===== src/rtl/clint_timer.sv =====
// rtl/clint_timer.sv - core-local interruptor: mtime, mtimecmp, msip, timer/software IRQs (option macro: CLINT_RTC_EN)
module clint_timer #(
  parameter int unsigned clk_divider_rtc = 380
) (
  input  logic        clock,
  input  logic        reset,
  input  logic        clint_valid,
  input  logic [15:0] clint_addr,
  input  logic [31:0] clint_wdata,
  input  logic [3:0]  clint_wstrb,
  output logic [31:0] clint_rdata,
  output logic        clint_ready,
  output logic        clint_msip,
  output logic        clint_mtip,
  output logic [63:0] clint_mtime
);

  typedef enum logic {
    S_IDLE = 1'b0,
    S_RESP = 1'b1
  } state_t;

  state_t      state;
  state_t      state_next;
  logic        tick;
  logic        msip;
  logic        mtip;
  logic [63:0] mtime;
  logic [63:0] mtimecmp;
  logic [31:0] rdata_q;
  logic [31:0] read_mux;
  logic [15:0] word_addr;
  logic        accept;
  logic        wr;
  logic        wr_msip;
  logic        wr_cmp_lo;
  logic        wr_cmp_hi;
  logic        wr_mt_lo;
  logic        wr_mt_hi;
  logic        unused_addr;

  // Byte-lane merge of write data into an existing 32-bit word.
  function automatic logic [31:0] merge_bytes(input logic [31:0] old_val,
                                              input logic [31:0] new_val,
                                              input logic [3:0]  strb);
    logic [31:0] res;
    res = old_val;
    for (int b = 0; b < 4; b++) begin
      if (strb[b]) res[8*b +: 8] = new_val[8*b +: 8];
    end
    return res;
  endfunction

`ifdef CLINT_RTC_EN
  logic [31:0] pre;
  logic        rtc;

  // Prescaler: pre counts 0..clk_divider_rtc, wrapping and toggling rtc at terminal count.
  always_ff @(posedge clock) begin
    if (reset) begin
      pre <= 32'd0;
      rtc <= 1'b0;
    end else if (pre == clk_divider_rtc) begin
      pre <= 32'd0;
      rtc <= ~rtc;
    end else begin
      pre <= pre + 32'd1;
    end
  end

  // One tick per full rtc period, so the first tick lands 2*(div+1) clocks after reset.
  assign tick = (pre == clk_divider_rtc) && rtc;
`else
  logic unused_div;
  assign unused_div = ^clk_divider_rtc;
  assign tick       = 1'b1;
`endif

  assign unused_addr = ^clint_addr[1:0];
  assign word_addr   = {clint_addr[15:2], 2'b00};
  assign accept      = (state == S_IDLE) && clint_valid;
  assign wr          = accept && (clint_wstrb != 4'b0000);
  assign wr_msip     = wr && (word_addr == 16'h0000);
  assign wr_cmp_lo   = wr && (word_addr == 16'h4000);
  assign wr_cmp_hi   = wr && (word_addr == 16'h4004);
  assign wr_mt_lo    = wr && (word_addr == 16'hBFF8);
  assign wr_mt_hi    = wr && (word_addr == 16'hBFFC);

  // Read decode of the register map; unmapped offsets read as zero.
  always_comb begin
    read_mux = 32'd0;
    case (word_addr)
      16'h0000: read_mux = {31'd0, msip};
      16'h4000: read_mux = mtimecmp[31:0];
      16'h4004: read_mux = mtimecmp[63:32];
      16'hBFF8: read_mux = mtime[31:0];
      16'hBFFC: read_mux = mtime[63:32];
      default:  read_mux = 32'd0;
    endcase
  end

  // Register file: a bus write to an mtime half wins over the tick and suppresses the whole increment.
  always_ff @(posedge clock) begin
    if (reset) begin
      msip     <= 1'b0;
      mtip     <= 1'b0;
      mtime    <= 64'd0;
      mtimecmp <= 64'hFFFF_FFFF_FFFF_FFFF;
      rdata_q  <= 32'd0;
    end else begin
      if (wr_msip && clint_wstrb[0]) msip <= clint_wdata[0];
      if (wr_cmp_lo) mtimecmp[31:0]  <= merge_bytes(mtimecmp[31:0],  clint_wdata, clint_wstrb);
      if (wr_cmp_hi) mtimecmp[63:32] <= merge_bytes(mtimecmp[63:32], clint_wdata, clint_wstrb);
      if (wr_mt_lo) begin
        mtime[31:0] <= merge_bytes(mtime[31:0], clint_wdata, clint_wstrb);
      end else if (wr_mt_hi) begin
        mtime[63:32] <= merge_bytes(mtime[63:32], clint_wdata, clint_wstrb);
      end else if (tick) begin
        mtime <= mtime + 64'd1;
      end
      mtip <= (mtime >= mtimecmp);
      if (accept) rdata_q <= read_mux;
    end
  end

  // Bus FSM state register.
  always_ff @(posedge clock) begin
    if (reset) state <= S_IDLE;
    else       state <= state_next;
  end

  // Bus FSM next state and response outputs; reset suppresses an in-flight response.
  always_comb begin
    state_next  = state;
    clint_ready = 1'b0;
    clint_rdata = 32'd0;
    case (state)
      S_IDLE: if (clint_valid) state_next = S_RESP;
      S_RESP: begin
        state_next  = S_IDLE;
        clint_ready = !reset;
        clint_rdata = reset ? 32'd0 : rdata_q;
      end
      default: state_next = S_IDLE;
    endcase
  end

  assign clint_msip  = msip;
  assign clint_mtip  = mtip;
  assign clint_mtime = mtime;

endmodule


===== config.mk =====
export PLATFORM = sky130hd
export DESIGN_NAME = clint_timer
export DESIGN_NICKNAME = d
export VERILOG_FILES = /design/src/rtl/clint_timer.sv
export SDC_FILE = /design/constraint.sdc
export NUM_CORES = 1
export LEC_CHECK = 0
export ABC_AREA = 1
export CAP_MARGIN = 20
export CELL_PAD_IN_SITES_DETAIL_PLACEMENT = 0
export CELL_PAD_IN_SITES_GLOBAL_PLACEMENT = 1
export CORE_UTILIZATION = 25
export DETAILED_ROUTE_END_ITERATION = 12
export PLACE_DENSITY_LB_ADDON = 0.1
export SYNTH_ARGS = -nofsm -noshare
export SYNTH_HDL_FRONTEND = slang
export SYNTH_SLANG_ARGS = --single-unit

===== constraint.sdc =====
create_clock -name clock -period 2.4 [get_ports clock]
set_clock_uncertainty 0.05 [all_clocks]
set_input_delay 0.36 -clock clock [delete_from_list [all_inputs] [get_ports clock]]
set_output_delay 0.36 -clock clock [all_outputs]
set_load 0.02 [all_outputs]

==> results of run 1 <==
-- flip-flops by register name, indices dropped and copies added (netlist names) --
name and flops:
state 1, clint_mtime 64, clint_msip 1, clint_mtip 1, rdata_q 32, mtimecmp 64
-- report_power, final --
group	total [mW]	switching (mW)	internal, mW
Sequential	2.72	0.00785	2.71
Combinational	0.469	0.295	0.174
Clock	3.13	1.33	1.80
-- metrics by stage --
| step | cell area, um2 | hold WS (ns) | setup TNS, ns |
|---|---|---|---|
| 6_report | 15900 | 0.343 | 0 |
| 4_1_cts | 15900 | 0.287 | 0 |
| 3_3_place_gp | 15200 | 0.404 | -16.48 |
| 2_1_floorplan | 11700 | 0.395 | 0 |
| 5_1_grt | 15900 | 0.337 | 0 |
| 3_5_place_dp | 15200 | 0.405 | -16.14 |
-- placed cells by master, fill, tap and decap left out, drive strengths merged, types with 65 or more instances in the layout --
cell type / instances
o21ai: 180
clkdlybuf4s50: 150
buf: 200
nor2: 248
inv: 189
ha: 65
a21oi: 154
dfxtp: 163
nand2: 573
nand3: 144
-- area by class of cell --
type / count / area (um2) / share of cell area [%]
Timing Repair Buffer: 350 / 3180 / 20.0
Clock buffer: 21 / 460 / 2.90
Sequential cell: 163 / 3270 / 20.6
Tap cell: 600 / 751 / 4.72
Clock inverter: 11 / 175 / 1.10
Inverter: 187 / 702 / 4.42
Multi-Input combinational cell: 1488 / 7360 / 46.3
-- cells by family (layout without fill, tap and decap cells) --
group	count (synthesis)	in the layout	share of synthesized area (%)
buffers and inverters	266	569	9.31
DFF	163	163	28.0
adders and majority gates	65	65	6.97
xor gates and xnor gates	19	19	1.43
AOI/OAI and AO/OA	361	361	16.4
and+or+nand+nor	1043	1043	37.9
-- layer usage --
layer | up-vias | share of wire, %
li1 | 6828 | -
met1 | 6181 | 49
met2 | 254 | 46
met3 | 42 | 3.7
met4 | 0 | 1.6
met5 | - | 0
-- path summary, 6_finish.rpt --
check | from | to | slack (ns) | depth (start not counted)
max | clint_mtime[27] | clint_mtime[27] | 0.11 | 2
max reg2reg | clint_mtime[15] | clint_mtip | 0.19 | 9
min reg2reg | rdata_q[21] | rdata_q[21] | 0.41 | 2
min | reset | mtimecmp[35] | 0.34 | 4
-- critical path, stage by stage, from the launching register on --
cell,delay (ns)
dfxtp_1,0.56
buf_4,0.20
clkdlybuf4s50_1,0.62
-- repair_timing --
action                     in CTS  in global routing
cloned                          0                  0
buffers inserted                0                  0
gates resized for setup         1                  6
setup endpoints to repair       1                  7
pin swaps                       0                  0
==> flow_metrics.env, run 1 <==
export IMPL_dp_cells=2788
export IMPL_io_pins=154
export IMPL_htreeDepth=4
export IMPL_hold_violations=0
export IMPL_ctsHoldBuffers=0
export IMPL_floorplan_initialDensity_pct=25.6
export IMPL_synth_largest_area_cell="dfxtp_1"
export IMPL_drt_wl_total_mm=56.3
export IMPL_finalWorstSetupSlack_ns=0.114
export IMPL_nets=2327
export IMPL_synth_most_common_cell="nand2_1"
export IMPL_pre_cts_ws_ns=-0.269
export IMPL_total_power_mw=6.32
export IMPL_via_per_inst=4.72
export IMPL_ys_seq_elements=163
export IMPL_final_cells=2820
export IMPL_vias=13300
export IMPL_cts_tree="built"
export IMPL_clock_root_buffer="clkbuf_16"
export IMPL_p_leak_nw=7.27
export IMPL_die_x_um=218
export IMPL_rsz0062_at_grt="no"
export IMPL_netlist_area_um2=11700
export IMPL_num_rows=78
export IMPL_wire_per_inst_um=20.0
export IMPL_grt_pass1_vias=12900
export IMPL_cts_buffers=17
export IMPL_grt_pass1_wl_mm=83.7
export IMPL_required_ns=1.99
export IMPL_layout_drive_gt1_share_pct=12.9
export IMPL_n_antenna_cell=0
export IMPL_drtIter0Drc=939
export IMPL_overflow=0
export IMPL_drc=0
export IMPL_gp_congestion=0.919
export IMPL_hpwlAfterDp_mm=45.1
export IMPL_ir_worst_vdd_mv=0.382
export IMPL_maxSlewHeadroom_pct=58.6
export IMPL_worst_setup_path_end_kind="output port"
export IMPL_ys_flop_type="dfxtp_1"
export IMPL_yosys_warnings=0
export IMPL_maxSlewViolCount=0
export IMPL_ant_nets=0
export IMPL_synth_cells=1917
export IMPL_synth_async_reset_ratio_pct=0
export IMPL_nFillCells=5085
export IMPL_synth_seq_area_share_pct=28.0
export IMPL_fin_util_pct=34.8
export IMPL_setup_viol=0
export IMPL_outcome="finished clean"
export IMPL_grt_max_degree=104
export IMPL_power_per_cell_area_nw_per_um2=398
export IMPL_crit_path_start_kind="flip-flop"
export IMPL_syn_area_per_cell_um2=6.09
export IMPL_cp_max_fo=7
export IMPL_worstSetupPathType="flip-flop to output port"
export IMPL_worst_skew_pair_late_latency_ns=0.50
export IMPL_tightest_slew_ns=0.621
export IMPL_synth_edf_count=0
export IMPL_antenna_found_initial=1
export IMPL_clock_sinks=163
export IMPL_hold_class="input port to flip-flop"
export IMPL_top_usage_layer="met2"
export IMPL_die_y_um=218
export IMPL_use_met2_pct=39.2
export IMPL_area_delta_synth_final_pct=36.1
export IMPL_fmax_mhz=438
export IMPL_synth_cell_types=42
export IMPL_grt_met3_usage_pct=3.93
export IMPL_grt_util_met1_pct=33.3
export IMPL_path_clk_slew_ns=0.07
export IMPL_maxCapViolations=0
export IMPL_period_needed_ns=2.29
export IMPL_track_usage_pct=24.3
export IMPL_ys_top_cells_by_area="dfxtp_1, nand2_1, nor2_1"
export IMPL_synth_common_cells="nand2_1, nor2_1, inv_1"
export IMPL_core_um2=45700
export IMPL_drt_first_pass_iters=5
export IMPL_die_area_um2=47600
export IMPL_yosys_area_top_type_share_pct=28.0
export IMPL_clk_path_buf_depth=2
export IMPL_arrival_ns=1.88
export IMPL_io_buffers=151
export IMPL_synth_nets=2037
export IMPL_finalCritPeriodShare_pct=95.2
(Power assumes the default switching activity.)
==> run 2, diff against run 1 <==
--- a/config.mk
+++ b/config.mk
@@ -11,6 +11,7 @@
 export CELL_PAD_IN_SITES_GLOBAL_PLACEMENT = 1
 export CORE_UTILIZATION = 25
 export DETAILED_ROUTE_END_ITERATION = 12
+export MAX_ROUTING_LAYER = met4
 export PLACE_DENSITY_LB_ADDON = 0.1
 export SYNTH_ARGS = -nofsm -noshare
 export SYNTH_HDL_FRONTEND = slang
==> flow_metrics.env, run 2 (synthesis gave the netlist of run 1 again) <==
export IMPL_final_cells=2814
export IMPL_regArea_um2=3260
export IMPL_ant_nets=0
export IMPL_power_per_cell_area_nw_per_um2=401
export IMPL_maxCapViolations=0
export IMPL_cts_setup_buffers=0
export IMPL_layout_drive_gt1_share_pct=12.9
export IMPL_ir_worst_vdd_mv=0.409
export IMPL_core_um2=45700
export IMPL_crit_family="simple AND/OR/NAND/NOR gates"
export IMPL_gp_congestion=0.902
export IMPL_cp_common_cell="nand2_1"
export IMPL_io_buffers=151
export IMPL_path_clk_slew_ns=0.07
export IMPL_grt_util_met1_pct=33.6
export IMPL_worst_path_buf_inv=1
export IMPL_cp_startpoint="clint_mtime[24]"
export IMPL_htreeDepth=4
export IMPL_switching_share_pct=25.9
export IMPL_final_common_cell="nand2_1"
export IMPL_regToRegStartpoint="clint_mtime[24]"
export IMPL_die_x_um=218
export IMPL_cp_max_fo=3
export IMPL_drc=0
export IMPL_outcome="finished clean"
export IMPL_p_sw_mw=1.65
export IMPL_required_ns=2.78
export IMPL_crit_slowest_cell="dfxtp_1"
export IMPL_maxSlewViolCount=0
export IMPL_nFillCells=5106
export IMPL_path_cells="nand2_1 -> buf_4 -> nor2_1 -> nand2_1 -> nor2_1 -> nand2_1 -> or2_2 -> nand3_1 -> nand3_1 -> a21oi_1"
export IMPL_drt_wl_total_mm=56.9
export IMPL_crit_path_end="clint_mtime[29]"
export IMPL_total_power_mw=6.35
export IMPL_period_needed_ns=2.27
export IMPL_clock_sinks=163
export IMPL_clock_root_buffer="clkbuf_16"
export IMPL_final_cell_mix="nand2_1, nor2_1, buf_4"
export IMPL_power_frac_clock_pct=49.9
export IMPL_setup_viol=0
export IMPL_hold_violations=0
export IMPL_nets=2321
export IMPL_arrival_ns=2.65
export IMPL_antenna_found_initial=0
export IMPL_r2r_end="clint_mtime[29]"
export IMPL_grt_met3_usage_pct=3.32
export IMPL_area_delta_synth_final_pct=35.8
export IMPL_crit_path_start_kind="flip-flop"
export IMPL_fmax_mhz=440
export IMPL_maxSlewHeadroom_pct=58.9
export IMPL_overflow=0
export IMPL_crit_cells=10
export IMPL_power_frac_comb_pct=7.4
export IMPL_use_met2_pct=39.2
export IMPL_track_usage_pct=25.0
export IMPL_dp_cells=2782
export IMPL_die_area_um2=47600
export IMPL_worstSetupPathType="flip-flop to flip-flop"
export IMPL_drtIter0Drc=1091
export IMPL_cts_tree="built"
export IMPL_grt_max_degree=104
export IMPL_wire_per_inst_um=20.2
export IMPL_n_antenna_cell=0
export IMPL_hold_class="input port to flip-flop"
export IMPL_grt_pass1_vias=12800
export IMPL_via_per_inst=4.78
export IMPL_cts_buffers=17
export IMPL_top_usage_layer="met2"
export IMPL_drt_first_pass_iters=5
export IMPL_vias=13400
export IMPL_tightest_slew_ns=0.617
export IMPL_ff2ff_path_depth=10
export IMPL_multi_input_area_um2=7370
export IMPL_hold_worst_slack_ns=0.326
export IMPL_die_y_um=218
export IMPL_clk_path_buf_depth=2
export IMPL_hpwlAfterDp_mm=45.3
export IMPL_worst_skew_pair_late_latency_ns=0.51
export IMPL_regToRegSetupSlack_ns=0.13
export IMPL_io_pins=154
export IMPL_max_stage_delay_ns=0.45
export IMPL_floorplan_initialDensity_pct=25.6
export IMPL_worst_setup_path_end_kind="flip-flop"
export IMPL_num_rows=78
export IMPL_p_leak_nw=7.24
export IMPL_grt_pass1_wl_mm=83.3
export IMPL_internal_power_mw=4.71
export IMPL_seqPwrFrac_pct=42.7
export IMPL_finalCritPeriodShare_pct=94.8
## run 2: cell count changes in the layout (fill, tap and decap cells not counted), moves of 2 or more
cell and change:
nor2_2 +4, nor2_1 -3, inv_6 -2, clkinv_4 +3, buf_4 -5
## run 2: per-layer routing
layer / wire length, um / part of all wire, %
met5: 0 / 0
met4: 945 / 1.7
met3: 2300 / 4.0
met2: 26200 / 46
met1: 27400 / 48
## run 2: through the flow
step	setup TNS (ns)	instance area, um2	utilization, %	setup slack, ns
detailed placement	-8.20	15200	33.2	-0.209
finish	0	15900	34.7	0.126
global placement	-7.14	15200	33.2	-0.202
CTS	0	15800	34.6	0.0586
global route	-0.00937	15900	34.7	-0.00937
floorplan	0	11700	-	0.415
## run 2: what timing repair did
action                     CTS  global route
hold endpoints to repair     0             0
gates resized for setup      0            11
hold buffers                 0             0
setup endpoints to repair    0            13
## run 2: area by class of cell
cell class / instances / area share (%)
Clock buffer: 21 / 2.97
Clock inverter: 11 / 1.11
Inverter: 187 / 4.43
Multi-Input combinational cell: 1488 / 46.5
Sequential cell: 163 / 20.6
Tap cell: 600 / 4.74
Timing Repair Buffer: 344 / 19.7
## run 2: worst min-delay path by stage
stage                      startpoint      endpoint  slack [ns]  cells after the start
final                           reset  mtimecmp[41]        0.33                      4
after global routing            reset  mtimecmp[45]        0.32                      4
after CTS                       reset  mtimecmp[41]        0.28                      4
after detailed placement  rdata_q[19]   rdata_q[19]        0.41                      2
after global placement    rdata_q[16]   rdata_q[16]        0.40                      2
after floorplan           rdata_q[10]   rdata_q[10]        0.39                      2
## run 2: power groups by stage
| stage | logic, mW | registers [mW] | clock network, mW |
|---|---|---|---|
| floorplan | 0.173 | 2.78 | 0 |
| global placement | 0.471 | 2.78 | 0 |
| detailed placement | 0.472 | 2.78 | 0 |
| CTS | 0.474 | 2.71 | 3.26 |
| global route | 0.501 | 2.71 | 3.35 |
| finish | 0.467 | 2.71 | 3.17 |
## run 2: worst min-delay path, stage by stage
cell	delay, ns
buf_4	0.13
inv_2	0.07
buf_12	0.17
nand3_1	0.10
